===== src/rtl/adder_pkg.sv =====
// adder_pkg: chunk-width helper and the record carried by each pipeline stage.
package adder_pkg;

  // Widest operand a stage record can hold; the top refuses wider configurations.
  localparam int MAX_WIDTH = 128;

  typedef logic [MAX_WIDTH-1:0] word_t;

  // One in-flight operation. Operands travel whole so later stages can pick
  // their chunk; s fills in one chunk per stage, low chunk first.
  typedef struct packed {
    logic  valid;  // entry holds a real operation (0 = bubble)
    logic  sub;    // 1 = subtract: B chunks are inverted as they are consumed
    logic  carry;  // carry out of the chunk added in this stage
    logic  ovf;    // signed overflow, only meaningful after the last stage
    word_t a;      // operand A, raw
    word_t b;      // operand B, raw (inversion applied per chunk)
    word_t s;      // partial sum, completed chunks at the bottom
  } stage_t;

  // Bits added per stage; 0 flags an unusable stage count.
  function automatic int chunk_width(input int width, input int stages);
    if (stages < 1) begin
      return 0;
    end else begin
      return width / stages;
    end
  endfunction

endpackage


===== src/rtl/adder_slice.sv =====
// adder_slice: purely combinational W-bit adder with carry in and carry out.
module adder_slice #(
  parameter int W = 8
) (
  input  logic [W-1:0] a_i,
  input  logic [W-1:0] b_i,
  input  logic         cin_i,
  output logic [W-1:0] s_o,
  output logic         cout_o
);

  assign {cout_o, s_o} = {1'b0, a_i} + {1'b0, b_i} + {{W{1'b0}}, cin_i};

endmodule


===== src/rtl/pipelined_adder.sv =====
// pipelined_adder: STAGES-deep chunked adder/subtractor with valid/ready flow control.
// Stage k adds chunk k using the carry registered by stage k-1; the final
// stage's register is the output register.
module pipelined_adder
  import adder_pkg::*;
#(
  parameter int WIDTH  = 32,
  parameter int STAGES = 4
) (
  input  logic             clk,
  input  logic             rst,
  input  logic [WIDTH-1:0] a_in,
  input  logic [WIDTH-1:0] b_in,
  input  logic             c_in,
  input  logic             sub_in,
  input  logic             valid_in,
  output logic             ready_in,
  output logic [WIDTH-1:0] sum,
  output logic             carry_out,
  output logic             overflow,
  output logic             valid_out,
  input  logic             ready_out
);

  localparam int C = chunk_width(WIDTH, STAGES);

  if (STAGES < 1 || WIDTH < 1 || WIDTH > MAX_WIDTH || (WIDTH % STAGES) != 0) begin : g_bad_cfg
    $error("pipelined_adder: WIDTH must be a positive multiple of STAGES, at most MAX_WIDTH");
  end

  // The whole pipeline moves as one; it only stalls while a finished result
  // waits on a busy consumer.
  logic   advance_s;
  stage_t entry_s;

  assign advance_s = !valid_out || ready_out;
  assign ready_in  = advance_s;

  // Package the incoming operands as a stage-0 entry; subtract turns c_in
  // (a borrow) into the complementary carry.
  always_comb begin
    entry_s                = '0;
    entry_s.valid          = valid_in;
    entry_s.sub            = sub_in;
    entry_s.carry          = c_in ^ sub_in;
    entry_s.a[WIDTH-1:0]   = a_in;
    entry_s.b[WIDTH-1:0]   = b_in;
  end

  for (genvar k = 0; k < STAGES; k++) begin : g_stage
    stage_t         in_s;
    stage_t         stage_d;
    stage_t         stage_q;
    logic [C-1:0]   b_eff_s;
    logic [C-1:0]   s_s;
    logic           cout_s;

    if (k == 0) begin : g_first
      assign in_s = entry_s;
    end else begin : g_next
      assign in_s = g_stage[k-1].stage_q;
    end

    assign b_eff_s = in_s.b[k*C +: C] ^ {C{in_s.sub}};

    adder_slice #(.W(C)) u_slice (
      .a_i    (in_s.a[k*C +: C]),
      .b_i    (b_eff_s),
      .cin_i  (in_s.carry),
      .s_o    (s_s),
      .cout_o (cout_s)
    );

    // Drop this stage's chunk into the partial sum, pass on its carry, and
    // on the last stage derive signed overflow from the top-bit signs.
    always_comb begin
      stage_d                = in_s;
      stage_d.s[k*C +: C]    = s_s;
      stage_d.carry          = cout_s;
      if (k == STAGES - 1) begin
        stage_d.ovf = (in_s.a[WIDTH-1] == b_eff_s[C-1]) && (s_s[C-1] != in_s.a[WIDTH-1]);
      end else begin
        stage_d.ovf = 1'b0;
      end
    end

    // Stage register: cleared by reset, shifts on advance, holds otherwise.
    always_ff @(posedge clk or posedge rst) begin
      if (rst) begin
        stage_q <= '0;
      end else if (advance_s) begin
        stage_q <= stage_d;
      end
    end
  end

  assign valid_out = g_stage[STAGES-1].stage_q.valid;
  assign sum       = g_stage[STAGES-1].stage_q.s[WIDTH-1:0];
  assign carry_out = g_stage[STAGES-1].stage_q.carry;
  assign overflow  = g_stage[STAGES-1].stage_q.ovf;

endmodule


===== config.mk =====
export PLATFORM = sky130hd
export DESIGN_NAME = pipelined_adder
export DESIGN_NICKNAME = d
export VERILOG_FILES = /design/src/rtl/adder_pkg.sv /design/src/rtl/adder_slice.sv /design/src/rtl/pipelined_adder.sv
export SDC_FILE = /design/constraint.sdc
export NUM_CORES = 1
export LEC_CHECK = 0
export ABC_AREA = 1
export BUFFER_PORTS_ARGS = -buffer_cell sky130_fd_sc_hd__buf_4
export CAP_MARGIN = 20
export CORE_ASPECT_RATIO = 0.5
export CORE_MARGIN = 3
export CORE_UTILIZATION = 33
export CTS_BUF_LIST = sky130_fd_sc_hd__clkbuf_8
export CTS_CLUSTER_DIAMETER = 100
export DETAILED_ROUTE_END_ITERATION = 10
export PLACE_DENSITY = 0.58
export SYNTH_ARGS = -nofsm -noshare
export SYNTH_HDL_FRONTEND = slang
export SYNTH_HIERARCHICAL = 1
export SYNTH_SLANG_ARGS = --single-unit

===== constraint.sdc =====
create_clock -name clk -period 7.55 [get_ports clk]
set_clock_uncertainty 0.05 [all_clocks]
set_input_delay 1.1325 -clock clk [delete_from_list [all_inputs] [get_ports clk]]
set_output_delay 1.1325 -clock clk [all_outputs]
set_load 0.02 [all_outputs]

# == Word-level counts from Yosys, hierarchy flattened ==
# Cells that the tools add are included.
# classes
n_addsub,8
n_eq_ne,2
n_bitwise,5
n_reduce_logical,3
# op_table
cell,count
$add A8 B8 Y9,4
$add A9 B1 Y9,4
$xor A8 B8 Y8,4
$eq A1 B1 Y1,1
$logic_and A1 B1 Y1,1
$logic_not A1 Y1,1
$logic_or A1 B1 Y1,1
$ne A1 B1 Y1,1
$xor A1 B1 Y1,1
# totals
regBits,284
inputBits,70
out_inout_bits,36
word_cells,40

# == Depth between registers and ports, before layout ==
# logic_depth
word_depth,5
depth_mapped,15
depth_no_buf,14

# == By module ==
# Netlist, hierarchy kept.
# modules_own_cells
mod,instances,cells_per_inst,area_each_um2
pipelined_adder,1,796,7410.9
adder_slice at g_stage[1].u_slice ...,3,59,384.1
adder_slice at g_stage[0].u_slice,1,59,382.9

# == Least setup slack after synthesis ==
# OpenSTA, ideal clock, no wires.
# synth_timing
path_type,in2reg
start,in sub_in
end,reg g_stage[0].stage_q[385] in the netlist's numbering
setup_ps,116
t_arrival_ps,2809
required_ps,7384
slack_ps,4575
cell_stages,12
path_cell_list,buf_2 xor2_1 fa_1 fa_1 nand2_1 nand2_1 nand3b_4 nand2_1 nand2_1 nand2_1 nand2_1 nand2_1
# synth_via
elab_chain_cells,3
elab_cells_between_ends,4
cone_classes,2 x add/sub; 2 x bitwise
# synth_rtl
element,line_no,text
from (decl),pipelined_adder.sv:15,"input logic sub_in,"
$xor A8 B8 Y8,pipelined_adder.sv:64,assign b_eff_s = in_s.b[k*C +: C] ^ {C{in_s.sub}};
named net g_stage[0].b_eff_s[0],pipelined_adder.sv:54,logic [C-1:0] b_eff_s;
$add A8 B8 Y9,adder_slice.sv:12,"assign {cout_o, s_o} = {1'b0, a_i} + {1'b0, b_i} + {{W{1'b0}}, cin_i};"
$add A9 B1 Y9,adder_slice.sv:12,
named net g_stage[0].cout_s,pipelined_adder.sv:56,logic cout_s;
to (signal assigned),pipelined_adder.sv:92,stage_q <= stage_d;
to (decl),pipelined_adder.sv:53,stage_t stage_q;
# The timed path passes the listed nets, and every way through them passes these cells.
# A chain may end at the register's enable or synchronous reset.

# == Final worst setup path ==
# layout_timing
start,in ready_out
end,out ready_in
# layout_via
elab_chain_cells,1
# layout_rtl
element,line_no,text
from (decl),pipelined_adder.sv:22,input logic ready_out
$logic_or A1 B1 Y1,pipelined_adder.sv:36,assign advance_s = !valid_out || ready_out;
to (decl),pipelined_adder.sv:17,"output logic ready_in,"
# Every way passes these cells.

==> results.yml <==
global_routing:
  grt_max_degree: 113
  met1_usage: 0.194
  grt_util_met3: 0.0332
  overflow: 0
  grt_pass1_wl_um: 31900
  antenna_found_initial: 0
  grt_pass1_vias: 6375
  use_met2: 0.206
  grtUsageTotal: 0.135
  grt-busiest-layer: "met2"
route:
  drt-total-wl_um: 18400
  via_per_inst: 4.34
  wl_per_cell_um: 12.5
  dr.pass1.iters: 4
  vias: 6393
  ant_nets: 0
  first_iter_violations: 420
  remaining_drc_errors: 0
final_layout:
  fin_cells: 1474
  nets: 1223
  syn_to_final_growth_pct: 15.2
  design_area_sq_um: 10300
  antennaDiodeCount: 0
  final_layout_size_suffix_gt1_frac: 0.161
floorplanning:
  initial_core_util: 0.345
  num_rows: 41
  die_x_um: 239
  io_pins: 106
  die_area_sq_um: 29200
  core_sq_um: 25900
  dieHeight_um: 122
sta:
  tns_ns: 0
  relSlewSlack: 0.322
  slew_viol_final: 0
  finalSetupViolCount: 0
  hold_violations: 0
  fin_crit_ns: 4.03
  worst_slack_ns: 3.52
  timing.final.crit_share: 0.534
  rsz0062_at_grt: "no"
  worst_slew_pin_slew_ns: 1.02
  clock.fmax_mhz: 248
yosys:
  syn-num-nets: 1138
  synth_area_leaders: "dfrtp_1, nand2_1, o21ai_0"
  synth_largest_area_cell: "dfrtp_1"
  yosysSeqAreaShare: 0.526
  netlist_area_sq_um: 8950
  yosys.area.top_type_share: 0.526
  synth-seq-cells: 188
  avgSynthCellArea_sq_um: 8.67
  netlist_instances: 1032
  synth_warnings: 6
  synth_cell_types: 27
pwr:
  p_per_area_nw_per_um2: 446
  p_leak_nw: 5.50
  ir_drop_v: 0.000161
  total_power_mw: 4.60
critical_path:
  cp_max_fo: 93
  start_kind: "input pin"
  cp.required_ns: 6.37
  crit_type: "in -> out"
  worstPathArrival_ns: 2.85
  critPathCaptureType: "primary output"
clock_tree:
  clk_latency_ns: 0.47
  cts_hold_repair.buffers: 0
  htree_levels: 4
  cts_setup_buffers: 0
  cts_tree: "yes"
  post_cts_resized: 0
  numCtsBuffers: 17
  cts-root-buf: "clkbuf_8"
  cts.sinks: 188
  clockBufferDepth: 2
  clk_pin_slew_ns: 0.10
hold_path:
  hold_class: "reg -> reg"
placement:
  dp_hpwl_um: 12600
  numPlacedInstances: 1442
  place.gp.congestion: 0.802
  dp_slack_ns: 3.50
  io_buffers: 105
  dpl_cell_area_sq_um: 9920
status:
  status: "finished, final reports clean"
flow_run:
  maxCapViolations: 0
cells in the final DEF, fill, tap and decap left out, drive strengths merged:
cell | Yosys | routed
nand3b | 8 | 8
ha | 28 | 28
xor2 | 36 | 36
xnor2 | 8 | 8
a21oi | 12 | 12
inv | 83 | 93
fa | 8 | 8
o21ai | 92 | 92
dfrtp | 188 | 188
nor2 | 15 | 15
clkbuf | 11 | 17
buf | 33 | 110
nand3 | 18 | 18
nand2 | 483 | 483
or2 | 9 | 9
clkinv | 0 | 3
clkinvlp | 0 | 2
logic make-up after synthesis:
| kind of cell | Yosys count | synth area share |
|---|---|---|
| AOI/OAI and AO/OA | 104 | 0.0611 |
| xor gates and xnor gates | 44 | 0.0431 |
| adders and majority gates | 36 | 0.0571 |
| buffers and inverters | 127 | 0.0669 |
| DFF | 188 | 0.526 |
| and+or+nand+nor | 533 | 0.246 |
worst max-delay path, cell delays in order:
cell,delay (ns)
buf_4,0.12
nor2_4,0.08
buf_4,0.65
inv_4,0.48
buf_4,0.31
where the power goes:
part	total [mW]	internal, mW	leakage [nW]	switching [mW]
logic	2.23	0.908	3.03	1.32
registers	1.71	1.45	2.29	0.260
clock network	0.662	0.247	0.189	0.415
registers in the layout (all words and copies together) (netlist names):
name,count
carry_out,1
g_stage.stage_q,153
overflow,1
sum,32
valid_out,1
cells in the mapped netlist:
cell type / number
or2_4: 8
dfrtp_1: 188
xor2_1: 36
nand3b_4: 4
inv_2: 4
nor2_4: 1
ha_1: 28
xnor2_1: 8
nor2_1: 11
clkbuf_1: 11
nand3b_1: 4
o21ai_0: 88
buf_1: 1
buf_6: 11
fa_1: 8
nor2_2: 3
buf_2: 16
buf_4: 5
o21ai_2: 4
nand3_2: 3
a21oi_4: 1
nand3_1: 15
or2_2: 1
nand2_1: 473
nand2_2: 10
a21oi_1: 11
inv_1: 79
per-stage QoR:
step | util | hold slack (ns)
final | 0.398 | 0.424
after global routing | 0.398 | 0.454
after CTS | 0.398 | 0.429
after detailed placement | 0.383 | 0.401
after global placement | 0.383 | 0.405
after floorplan | - | 0.390
per-layer routing:
| layer | wire length [um] | vias to the layer above | part of all wire |
|---|---|---|---|
| met5 | 0 | - | 0 |
| met4 | 166 | 0 | 0.0090 |
| met3 | 619 | 11 | 0.034 |
| met2 | 8110 | 66 | 0.44 |
| met1 | 9460 | 2972 | 0.52 |
| li1 | - | 3344 | - |
final cells by class:
cell class              count  area [sq um]
clock inverters            15           146
multi-input cells         717          3640
repair buffers            110           826
flip-flops and latches    188          4700
clock buffers              17           234
inverters                  83           319
fillers                  2590         15600
well taps                 344           430
worst paths after layout:
path	to	slack, ns	startpoint	cells after the start
setup / recovery	ready_in	3.52	ready_out	5
hold / removal	g_stage[1].stage_q[272]	0.42	g_stage[0].stage_q[272]	2
setup reg to reg	g_stage[1].stage_q[282]	4.53	valid_out	6
hold reg to reg	g_stage[1].stage_q[272]	0.42	g_stage[0].stage_q[272]	2
max in group asynchronous	g_stage[2].stage_q[281]	5.41	rst	3
min in group asynchronous	g_stage[0].stage_q[265]	0.76	rst	2
(Power assumes the default switching activity.)
